### src/rtl/sum_uart_pkg.sv
// sum_uart_pkg
// Shared definitions for the sum-to-UART transmitter: FSM state encoding,
// 8N1 frame geometry and serial line levels.
package sum_uart_pkg;

  typedef enum logic [1:0] {
    IDLE  = 2'd0,
    START = 2'd1,
    DATA  = 2'd2,
    STOP  = 2'd3
  } uart_state_e;

  localparam int UART_DATA_BITS  = 8;
  localparam int UART_FRAME_BITS = 10;

  localparam logic LINE_IDLE  = 1'b1;
  localparam logic LINE_START = 1'b0;
  localparam logic LINE_STOP  = 1'b1;

endpackage

### src/rtl/sum_uart_baud.sv
// sum_uart_baud
// Bit-period timer for the UART transmitter. Counts 0..CLKS_PER_BIT-1 and
// wraps, flagging the last cycle of every bit period.
//
// Ports:
//   clk       in   system clock
//   rst       in   synchronous active-high reset
//   clear_i   in   holds the count at zero (asserted while the line is idle)
//   bit_end_o out  high in the final cycle of the current bit period
module sum_uart_baud #(
  parameter int CLKS_PER_BIT = 1042
) (
  input  logic clk,
  input  logic rst,
  input  logic clear_i,
  output logic bit_end_o
);

  localparam int CNT_W = (CLKS_PER_BIT > 2) ? $clog2(CLKS_PER_BIT) : 1;
  localparam logic [CNT_W-1:0] LAST_CNT = CNT_W'(CLKS_PER_BIT - 1);

  logic [CNT_W-1:0] cnt_q;
  logic [CNT_W-1:0] cnt_d;

  assign bit_end_o = !clear_i && (cnt_q == LAST_CNT);

  always_comb begin
    cnt_d = cnt_q + CNT_W'(1);
    if (clear_i || bit_end_o) begin
      cnt_d = '0;
    end
  end

  always_ff @(posedge clk) begin
    if (rst) begin
      cnt_q <= '0;
    end else begin
      cnt_q <= cnt_d;
    end
  end

endmodule

### src/rtl/sum_uart_tx.sv
// sum_uart_tx
// Latches the adder sum on a load strobe and sends it as one 8N1 UART frame
// (start bit, 8 data bits LSB first, stop bit). The latched sum is also
// presented in parallel for display.
//
// Ports:
//   clk     in   system clock
//   rst     in   synchronous active-high reset
//   sum_in  in   adder sum, zero-extended to 8 data bits when captured
//   load    in   latch-and-send strobe, accepted only while idle
//   tx      out  serial line, idle high
//   busy    out  high while a frame is in flight
//   done    out  one-cycle pulse in the first idle cycle after the stop bit
//   drop    out  one-cycle pulse for each load cycle rejected while busy
//   sum_q   out  last accepted sum
module sum_uart_tx
  import sum_uart_pkg::*;
#(
  parameter int CLKS_PER_BIT = 1042,
  parameter int SUM_W        = 5
) (
  input  logic             clk,
  input  logic             rst,
  input  logic [SUM_W-1:0] sum_in,
  input  logic             load,
  output logic             tx,
  output logic             busy,
  output logic             done,
  output logic             drop,
  output logic [SUM_W-1:0] sum_q
);

  localparam int IDX_W = $clog2(UART_DATA_BITS);
  localparam logic [IDX_W-1:0] LAST_IDX = IDX_W'(UART_DATA_BITS - 1);

  uart_state_e               state_q, state_d;
  logic [UART_DATA_BITS-1:0] shift_q, shift_d;
  logic [IDX_W-1:0]          idx_q, idx_d;
  logic [SUM_W-1:0]          sum_lat_q, sum_lat_d;
  logic                      tx_q, tx_d;
  logic                      busy_q, busy_d;
  logic                      done_q, done_d;
  logic                      drop_q, drop_d;
  logic [UART_DATA_BITS-1:0] sum_ext;
  logic                      bit_end;

  sum_uart_baud #(
    .CLKS_PER_BIT(CLKS_PER_BIT)
  ) u_baud (
    .clk      (clk),
    .rst      (rst),
    .clear_i  (state_q == IDLE),
    .bit_end_o(bit_end)
  );

  always_comb begin
    sum_ext              = '0;
    sum_ext[SUM_W-1:0]   = sum_in;
  end

  // tx and busy are derived from the next state so they change on the same
  // edge as the state, keeping the line glitch-free and frame timing exact.
  always_comb begin
    state_d   = state_q;
    shift_d   = shift_q;
    idx_d     = idx_q;
    sum_lat_d = sum_lat_q;
    done_d    = 1'b0;
    drop_d    = load && (state_q != IDLE);

    case (state_q)
      IDLE: begin
        if (load) begin
          sum_lat_d = sum_in;
          shift_d   = sum_ext;
          idx_d     = '0;
          state_d   = START;
        end
      end
      START: begin
        if (bit_end) begin
          idx_d   = '0;
          state_d = DATA;
        end
      end
      DATA: begin
        if (bit_end) begin
          shift_d = shift_q >> 1;
          if (idx_q == LAST_IDX) begin
            idx_d   = '0;
            state_d = STOP;
          end else begin
            idx_d = idx_q + IDX_W'(1);
          end
        end
      end
      STOP: begin
        if (bit_end) begin
          state_d = IDLE;
          done_d  = 1'b1;
        end
      end
      default: state_d = IDLE;
    endcase

    case (state_d)
      START:   tx_d = LINE_START;
      DATA:    tx_d = shift_d[0];
      STOP:    tx_d = LINE_STOP;
      default: tx_d = LINE_IDLE;
    endcase
    busy_d = (state_d != IDLE);
  end

  always_ff @(posedge clk) begin
    if (rst) begin
      state_q   <= IDLE;
      shift_q   <= '0;
      idx_q     <= '0;
      sum_lat_q <= '0;
      tx_q      <= LINE_IDLE;
      busy_q    <= 1'b0;
      done_q    <= 1'b0;
      drop_q    <= 1'b0;
    end else begin
      state_q   <= state_d;
      shift_q   <= shift_d;
      idx_q     <= idx_d;
      sum_lat_q <= sum_lat_d;
      tx_q      <= tx_d;
      busy_q    <= busy_d;
      done_q    <= done_d;
      drop_q    <= drop_d;
    end
  end

  assign tx    = tx_q;
  assign busy  = busy_q;
  assign done  = done_q;
  assign drop  = drop_q;
  assign sum_q = sum_lat_q;

endmodule
### config.mk
export PLATFORM = sky130hd
export DESIGN_NAME = sum_uart_tx
export DESIGN_NICKNAME = d
export VERILOG_FILES = /design/src/rtl/sum_uart_pkg.sv /design/src/rtl/sum_uart_baud.sv /design/src/rtl/sum_uart_tx.sv
export SDC_FILE = /design/constraint.sdc
export NUM_CORES = 1
export LEC_CHECK = 0
export BUFFER_PORTS_ARGS = -buffer_cell sky130_fd_sc_hd__buf_2
export CAP_MARGIN = 20
export CORE_UTILIZATION = 25
export CTS_BUF_LIST = sky130_fd_sc_hd__clkbuf_4 sky130_fd_sc_hd__clkbuf_8
export CTS_CLUSTER_DIAMETER = 100
export DETAILED_ROUTE_END_ITERATION = 6
export GPL_TIMING_DRIVEN = 0
export SLEW_MARGIN = 25
export SYNTH_ARGS = -nofsm -noshare
export SYNTH_HDL_FRONTEND = slang
export SYNTH_SLANG_ARGS = --single-unit
export TNS_END_PERCENT = 10
### constraint.sdc
create_clock -name clk -period 3.7 [get_ports clk]
set_clock_uncertainty 0.1 [all_clocks]
set_input_delay 0.185 -clock clk [delete_from_list [all_inputs] [get_ports clk]]
set_output_delay 0.185 -clock clk [all_outputs]
set_load 0.005 [all_outputs]
==> flow_summary.json <==
{
  "outcome": "complete, no violations",
  "arrival_ps": 2150,
  "final_nets": 194,
  "fin_crit_sh": 0.568,
  "design_area_mm2": 0.00170,
  "regToRegEndpoint": "shift_q[4]",
  "setup_viol": 0,
  "ant_nets": 0,
  "fp.dieW_um": 76.9,
  "cts_max_path_buffers": 2,
  "wl_met1_um": 1450,
  "start_kind": "flip-flop",
  "holdPathEnd": "sum_q[0]",
  "dieArea_mm2": 0.00591,
  "min_path_type": "input port to flip-flop",
  "preCtsSetupSlack_ps": 1590,
  "io_buffers": 16,
  "wl_met2_um": 1160,
  "hold_path.startpoint": "sum_in[0]",
  "post-synth-top-count-cell": "dfxtp_1",
  "synth_cell_type_count": 39,
  "syn_avg_cell_area_um2": 8.82,
  "synth.area.top_cells": "dfxtp_1, nand2_1, nor2_1",
  "num_rows": 26,
  "cts_tree": "built",
  "grt_overflow_total": 0,
  "whs_path_depth": 3,
  "clk_pin_slew_ps": 70,
  "r2r_cells": 5,
  "synthFlopType": "dfxtp_1",
  "antenna_found_initial": 0,
  "cts_hold_repair.buffers": 0,
  "cts_buffers": 5,
  "dp_hpwl_um": 1990,
  "syn_inst": 159,
  "cts_sinks": 32,
  "period_minus_slack_ps": 2100,
  "setup_tns_ps": 0,
  "worst_slack_ps": 1600,
  "maxCapViolCount": 0,
  "synthMuxAreaShare": 0,
  "powerDensity_mw_per_mm2": 453,
  "drv_slew": 0,
  "synthSimpleGateAreaFrac": 0.312,
  "cts_setup_buffers": 0,
  "place_congestion": 0.737,
  "synthXorXnorAreaFrac": 0.0500,
  "antenna_cells": 0,
  "die_h_um": 76.9,
  "initial_core_util": 0.266,
  "top_layer": "met4",
  "drc": 0,
  "hold_viol": 0,
  "synth_top_family_by_area": "simple AND/OR/NAND/NOR gates",
  "coreArea_mm2": 0.00527,
  "drt_wl_total_um": 2780,
  "io_pins": 17,
  "synth-edff-count": 0,
  "cts-htree-levels": 2,
  "worst-r2r-setup-slack_ps": 1600,
  "end_kind": "flip-flop",
  "dr_wl_met3_um": 116,
  "async_flop_share": 0,
  "first_iter_violations": 42,
  "first_global_vias": 1090,
  "synth_top_area_cell": "dfxtp_1",
  "wl_per_cell_um": 11.0,
  "placement.cell_area_mm2": 0.00157,
  "leakagePower_nw": 0.658,
  "worstReg2RegStart": "u_baud.cnt_q[2]",
  "syn-num-nets": 171,
  "grt_pass1_wl_um": 4850,
  "synth_seq_cells": 32,
  "irDropWorstVdd_mv": 0.179,
  "critPathKind": "flip-flop to flip-flop",
  "drive_gt1_frac": 0.191,
  "grt_max_degree": 11,
  "rsz0062_at_grt": "false",
  "yosysWarnings": 0,
  "cts_root_buffer": "clkbuf_8",
  "syn_to_final_growth_pct": 21.3,
  "max_freq_mhz": 476,
  "worstSkewPairLatency_ps": 290,
  "via_count": 1169,
  "worstMarginPinSlew_ps": 597,
  "seq_area_frac_synth": 0.457,
  "worstPathRequired_ps": 3750,
  "track_usage": 0.106,
  "synth_top_area_share": 0.457,
  "synth_common_cells": "dfxtp_1, nand2_1, nor2_1",
  "worst-path-max-fanout": 9,
  "synth-compound-area-share": 0.118,
  "timing.slew.headroom": 0.601,
  "cts-resized-gates": 0,
  "synth-adder-area-share": 0.0357,
  "fin_total_pwr_uw": 770,
  "synthesis.area_mm2": 0.00140,
  "drt_first_pass_iters": 4,
  "via_per_inst": 4.62
}
==> metrics by stage <==
step | hold slack [ps] | cells | utilization
after CTS | 38.5 | 253 | 0.322
after global routing | 57.0 | 253 | 0.323
after floorplan | 161 | 159 | -
final | 41.9 | 253 | 0.323
after detailed placement | 344 | 245 | 0.298
after global placement | 340 | 245 | 0.298
==> layer usage <==
layer,vias up,track usage
li1,599,-
met4,0,0.0577
met5,-,0
met2,22,0.154
met1,543,0.130
met3,5,0.0429
==> area by class of cell <==
class	instances	area, um2
fill	583	3570
multi-input combinational	121	728
sequential	32	641
clock buffer	7	96.3
tap	70	87.6
timing repair buffer	16	80.1
buffer	5	35.0
clock inverter	1	30.0
inverter	1	3.75
==> registers in the layout (all words and copies together) (netlist names) <==
name / count
done: 1
idx_q: 3
tx: 1
sum_q: 5
busy: 1
state_q: 2
u_baud.cnt_q: 11
drop: 1
shift_q: 7
==> critical path, cell delays in order, from the launching register on <==
cell and delay (ps):
dfxtp_1 370, or4_4 570, nor4_4 550, nor2_1 180, nand2_1 120, a31oi_1 70
==> placed cells by master (no fill, tap or decap), drive strengths merged, types with 5 or more instances in the layout <==
| cell type | instances |
|---|---|
| dfxtp | 32 |
| nand2 | 32 |
| nor2 | 17 |
| buf | 17 |
| a21oi | 13 |
| clkbuf | 10 |
| nand3 | 7 |
| xor2 | 7 |
| a31oi | 5 |
==> how the worst max path moves through the flow <==
stage                 end  slack, ps  cells after the start            start
4_1_cts        shift_q[4]       1570                      5  u_baud.cnt_q[3]
2_1_floorplan    idx_q[0]       1810                      5  u_baud.cnt_q[3]
3_5_place_dp   shift_q[4]       1590                      5  u_baud.cnt_q[3]
3_3_place_gp   shift_q[4]       1580                      5  u_baud.cnt_q[3]
5_1_grt                tx       1390                      6  u_baud.cnt_q[0]
6_report       shift_q[4]       1600                      5  u_baud.cnt_q[2]
==> logic make-up (layout without fill, tap and decap cells) <==
family          count (synthesis)  in the layout
buf+inv                         6             30
compound gates                 27             27
xor+xnor                        8              8
fa+ha+maj                       4              4
simple gates                   82             82
flops                          32             32
==> report_power, final <==
part	total (mW)	switching, mW	internal (mW)
Combinational	0.0462	0.0264	0.0198
Sequential	0.360	0.00499	0.355
Clock	0.365	0.127	0.237
Total	0.770	0.158	0.612
(Power assumes the default switching activity.)
